<file path="src/rtl/select_biggest_reg.sv">
// Masked maximum selector: the largest lane value whose condition bit is set,
// reduced through a balanced comparator tree and registered once.
module select_biggest_reg #(
    parameter int SINGLE_WAY_WIDTH_IN_BITS = 4,
    parameter int NUM_WAY                  = 16
) (
    input  logic                                         clk_in,
    input  logic                                         reset_in,
    input  logic [SINGLE_WAY_WIDTH_IN_BITS*NUM_WAY-1:0]  way_flatted_in,
    input  logic [NUM_WAY-1:0]                           condition_in,
    output logic [SINGLE_WAY_WIDTH_IN_BITS-1:0]          select_out,
    output logic                                         select_valid_out
);

    localparam int W      = SINGLE_WAY_WIDTH_IN_BITS;
    localparam int LEVELS = (NUM_WAY > 1) ? $clog2(NUM_WAY) : 0;
    localparam int PAD    = 1 << LEVELS;
    localparam int PAD_W  = PAD * W;

    logic [PAD-1:0]   cond_pad;
    logic [PAD_W-1:0] lanes_pad;
    logic [W-1:0]     node [2*PAD-1];
    logic [W-1:0]     max_value;

    // Heap layout: leaves at PAD-1.., node k has children 2k+1 and 2k+2.
    // Padding lanes carry a zero condition bit, so they are masked to 0.
    always_comb begin
        cond_pad  = PAD'(condition_in);
        lanes_pad = PAD_W'(way_flatted_in);
        for (int unsigned i = 0; i < 2*PAD-1; i++) begin
            node[i] = '0;
        end
        for (int unsigned i = 0; i < PAD; i++) begin
            node[PAD-1+i] = cond_pad[i] ? lanes_pad[i*W +: W] : '0;
        end
        for (int unsigned k = PAD-1; k > 0; k--) begin
            node[k-1] = (node[2*k-1] >= node[2*k]) ? node[2*k-1] : node[2*k];
        end
        max_value = node[0];
    end

    always_ff @(posedge clk_in or negedge reset_in) begin
        if (!reset_in) begin
            select_out       <= '0;
            select_valid_out <= 1'b0;
        end else begin
            select_out       <= max_value;
            select_valid_out <= |condition_in;
        end
    end

endmodule

</file>
<file path="config.mk">
export PLATFORM = sky130hd
export DESIGN_NAME = select_biggest_reg
export DESIGN_NICKNAME = d
export VERILOG_FILES = /design/src/rtl/select_biggest_reg.sv
export SDC_FILE = /design/constraint.sdc
export NUM_CORES = 1
export LEC_CHECK = 0
export ABC_AREA = 0
export CORE_ASPECT_RATIO = 0.9
export CORE_MARGIN = 8
export CORE_UTILIZATION = 43
export CTS_BUF_LIST = sky130_fd_sc_hd__clkbuf_16
export DETAILED_ROUTE_END_ITERATION = 10
export GPL_TIMING_DRIVEN = 0
export PLACE_DENSITY = 0.79
export SETUP_SLACK_MARGIN = 0.1
export SLEW_MARGIN = 40
export SYNTH_ARGS = -nofsm -noshare
export SYNTH_HDL_FRONTEND = slang
export SYNTH_SLANG_ARGS = --single-unit
</file>
<file path="constraint.sdc">
create_clock -name clk_in -period 0.8 [get_ports clk_in]
set_input_delay 0.16 -clock clk_in [delete_from_list [all_inputs] [get_ports clk_in]]
set_output_delay 0.16 -clock clk_in [all_outputs]
set_load 0.02 [all_outputs]
</file>
Word-level counts from Yosys, hierarchy flattened
Index checks and enable logic that the tools add are counted.
- memories: 0
- latch bits: 0
- register bits: 5
- output and inout port bits: 5
- memory bits (writable): 0
- ROM bits: 0
- shifts and indexed selects: 0
- mux-type cells: 31
- add/sub/neg operators: 0
- reduce and logical (&&, ||, !) cells: 1
- multiply operators: 0
- bitwise gates (word level): 0
- magnitude comparators: 15
- equality and inequality tests: 0
- div/mod/pow operators: 0
- operator list (operator ; count):
    two-way mux 4 bit ; 31
    >= comparator 4 bit ; 15
    OR reduction 16 bit ; 1

Depth between registers and ports, before layout
- word-level depth: 9
- mapped depth: 31
- gate-level depth less buffers: 30

Worst setup path after synthesis
Ideal clock, no wire load.
- path type: input to register
- start point: in way_flatted_in[52]
- end point: reg select_out[1]
- data arrival time: 5.223 ns
- setup time: 0.125 ns
- path slack: -4.547 ns
- data required time: 0.675 ns
- stages on the path: 27
- cells stage by stage: nand2_1 inv_1 ha_1 nand2b_4 a2111oi_4 nor2_2 o21ai_0 ha_1 nand3_1 inv_1 o211a_1 a311oi_1 a21boi_2 mux2i_1 inv_1 ha_1 nor2b_1 maj3_2 o21ai_4 mux2_4 inv_1 ha_1 nand2b_1 a21o_1 a21o_1 a21oi_1 mux2_2
- cells in the longest elaborated chain, start to end: 9
- ends and longest elaborated chain (what ; line ; RTL):
    start, declared ; 9 ; input logic [SINGLE_WAY_WIDTH_IN_BITS*NUM_WAY-1:0] way_flatted_in,
    two-way mux 4 bit (*) ; 34 ; node[PAD-1+i] = cond_pad[i] ? lanes_pad[i*W +: W] : '0;
    >= comparator 4 bit ; 37 ; node[k-1] = (node[2*k-1] >= node[2*k]) ? node[2*k-1] : node[2*k];
    two-way mux 4 bit (*) ; 37 ;
    >= comparator 4 bit ; 37 ;
    two-way mux 4 bit (*) ; 37 ;
    >= comparator 4 bit ; 37 ;
    two-way mux 4 bit (*) ; 37 ;
    >= comparator 4 bit ; 37 ;
    two-way mux 4 bit (*) ; 37 ;
    net max_value[1] ; 23 ; logic [W-1:0] max_value;
    end signal, assigned ; 47 ; select_out <= max_value;
    end, declared ; 11 ; output logic [SINGLE_WAY_WIDTH_IN_BITS-1:0] select_out,
The timed path passes the listed nets; every way through them passes the cells marked *.

Worst setup path after layout
- start point: in condition_in[6]
- end point: reg select_out[3]
- cells in the longest elaborated chain, start to end: 9
- ends and longest elaborated chain (what ; line ; RTL):
    start, declared ; 10 ; input logic [NUM_WAY-1:0] condition_in,
    two-way mux 4 bit (*) ; 34 ;
    >= comparator 4 bit ; 37 ;
    two-way mux 4 bit (*) ; 37 ;
    >= comparator 4 bit ; 37 ;
    two-way mux 4 bit (*) ; 37 ;
    >= comparator 4 bit ; 37 ;
    two-way mux 4 bit (*) ; 37 ;
    >= comparator 4 bit ; 37 ;
    two-way mux 4 bit (*) ; 37 ;
    net max_value[3] ; 23 ;
Marked as above.

==> metrics <==
CTS max path bufs 2; Pwr Total a little under 9 mW; n_diodes 0; share of cells above drive strength 1 0.524; layout net count just over 700; number of remaining DRC errors 0; Chip Width 98.4 um; unrepaired setup endpoints after global routing true; DP Cell Count just over 500; Seq/Total Area, Yosys 0.0476; Clock Pin Slew Worst Setup and Hold Paths around 0.04 ns; Post-synth top flop dfrtp_1; most common cell after layout, fill and taps aside buf_4; Synth top area share 0.233; RePlAce Congestion 0.850; final setup fails 10; hold-fix buffers at CTS 0; H-tree depth 1; # rows 27; DR iter-0 viols 442; Synth async-reset ratio 1.00; Syn Std Cell Area 0.00263 mm2; Critical Path Fanout Max 5; Yosys warning count 0; initial core utilization 0.437; critical path's largest stage delay 0.38 ns; simple-gate portion of the synthesized area 0.254; status finished with violations; setup ws final -4.99 ns; Critical Path AT 5.89 ns; Overflow after GRT 0; I/O Buffers 86; number of CTS-inserted buffers 3; EDFF count, synth 0; clk root buf clkbuf_16; DIE HEIGHT 90.1 um; total global-route track usage 0.301; Final Critical Period 5.79 ns; final non-filler cell total 650; Yosys top cell by area ha_1; max frequency 173 MHz; vias approximately 4.2k; violated checks setup timing; worst path required time 0.90 ns; crit end category register; Post-Synth Adder-Cell Area 0.251; TritonCTS Sinks 5; initial antenna violation count 0; Max Slew Vio Count 0; largest family of logic cells by synthesized area compound AO/OA/AOI/OAI gates; vias per inst 6.49; Worst Tran Pin Value 0.954 ns; drt wl/cell approximately 25 um; synth-to-layout area growth 102%; Fin. Hold Viols 0; Die ar. about 0.0089 mm2; Gate Count Post-Synth ~360; max-cap check violation count 0; syn_area_per_cell 7.36 um2; number of synthesized register bits 5; number of I/O pins 87; Rel. slew slack 0.358; Post-DP HPWL 6440 um; First-pass DRT Iterations 8; type of the worst min-delay path input pin to asynchronous set/reset pin; XOR/XNOR share of the synthesized area 0; fin crit share 7.24; PwrDens about 1700 mW/mm2; post-route ant nets 0; critical path class input pin to register; TritonCTS clock tree done; compound-cell area share of the yosys netlist 0.273; first-pass GRT wire length approximately 22000 um; commonest non-fill, non-tap cells in the layout buf_4, nand2_1, inv_1; Crit-path slowest cell a211oi_4; Total Wirelength 16500 um; post-synthesis mux area share 0.109; number of global-route vias before repair 4297; CP Launch Type input pin; largest net degree at the start of global routing 8; syn_nets 488; top cells by area, synth ha_1, nand2_1, mux2i_1, inv_1, dfrtp_1; VDD IR max 0.823 mV; Unique masters post-synth 55; P_leak ~2.6 nW; core area 0.00601 mm2
-- flip-flops by register name, summed over array words and instances, names as in the netlist --
signal,count
select_out,4
select_valid_out,1
-- through the flow --
| step | cell area [um2] | utilization | hold slack [ns] | setup TNS (ns) | setup WS (ns) |
|---|---|---|---|---|---|
| 6_report | 5310 | 0.882 | 0.175 | -21.10 | -4.99 |
| 5_1_grt | 5310 | 0.882 | 0.190 | -21.77 | -5.15 |
| 4_1_cts | 5110 | 0.850 | 0.160 | -17.90 | -4.33 |
| 3_5_place_dp | 3720 | 0.619 | 0.393 | -23.12 | -5.29 |
| 3_3_place_gp | 3720 | 0.619 | 0.390 | -22.57 | -5.16 |
| 2_1_floorplan | 2770 | - | -0.136 | -16.61 | -4.19 |
-- cells in the mapped netlist (2+ instances only) --
cell type and instances:
o21a_1 5, and2_1 12, a211oi_2 2, a21oi_1 9, or2_1 2, mux2_4 4
nor4_1 4, nor2_1 13, a21o_1 9, a2bb2oi_1 2, or2_2 3, a21oi_2 2
o21ai_1 4, mux2_2 4, nand2b_4 3, nand3_1 7, inv_1 45, nor3_1 5
mux2i_1 17, maj3_2 4, o21ai_4 2, o21ai_0 25, nor2b_1 6, a221oi_2 2
a2111oi_4 3, o31ai_1 3, o21bai_2 2, dfrtp_1 5, ha_1 49, a211oi_1 3
nand2_1 69, nand2b_1 9
-- cells by family after synthesis --
| logic type | count (synthesis) |
|---|---|
| and+or+nand+nor | 138 |
| muxes | 26 |
| DFF | 5 |
| buffers and inverters | 46 |
| AOI/OAI and AO/OA | 89 |
| adders and majority gates | 53 |
-- critical path: cells and delay by family --
family	cells	cell delay, ns
AOI/OAI and AO/OA	11	2.21
muxes	2	0.68
buffers and inverters	7	0.78
adders and majority gates	4	1.02
and+or+nand+nor	8	1.02
-- path summary, 6_finish.rpt --
kind	to	startpoint	cells after the start	slack, ns
max	select_out[3]$_DFF_PN0_	condition_in[6]	32	-4.99
min	select_out[2]$_DFF_PN0_	reset_in	1	0.18
max in group asynchronous	select_out[1]$_DFF_PN0_	reset_in	1	0.40
min in group clk_in	select_valid_out$_DFF_PN0_	condition_in[5]	3	0.29
-- routing by layer --
layer | vias up | wire, um | global-route usage
met5 | - | 0 | 0
met4 | 0 | 1680 | 0.234
met3 | 183 | 1690 | 0.0701
met2 | 429 | 7640 | 0.539
met1 | 1898 | 5530 | 0.294
li1 | 1709 | - | -
-- timing repair --
item                                   CTS  global route
setup endpoints to repair               10            10
pin swaps                               61            22
resized for setup                      257            38
buffers inserted                       123             8
endpoints found under the hold margin    0             0
-- area by class of cell --
| type | count | area [um2] |
|---|---|---|
| clock inverters | 1 | 3.75 |
| flip-flops and latches | 5 | 125 |
| well taps | 72 | 90.1 |
| fillers | 242 | 708 |
| plain buffers | 1 | 13.8 |
| clock buffers | 3 | 75.1 |
| inverters | 45 | 176 |
| multi-input cells | 306 | 3030 |
| repair buffers | 217 | 1790 |
-- power breakdown --
group	total, mW	switching (mW)	internal [mW]
clock	0.828	0.179	0.649
combinational	7.68	3.86	3.82
sequential	0.406	0.0514	0.354
total	8.92	4.09	4.82
Note: power is estimated with default switching activity, not from simulation.
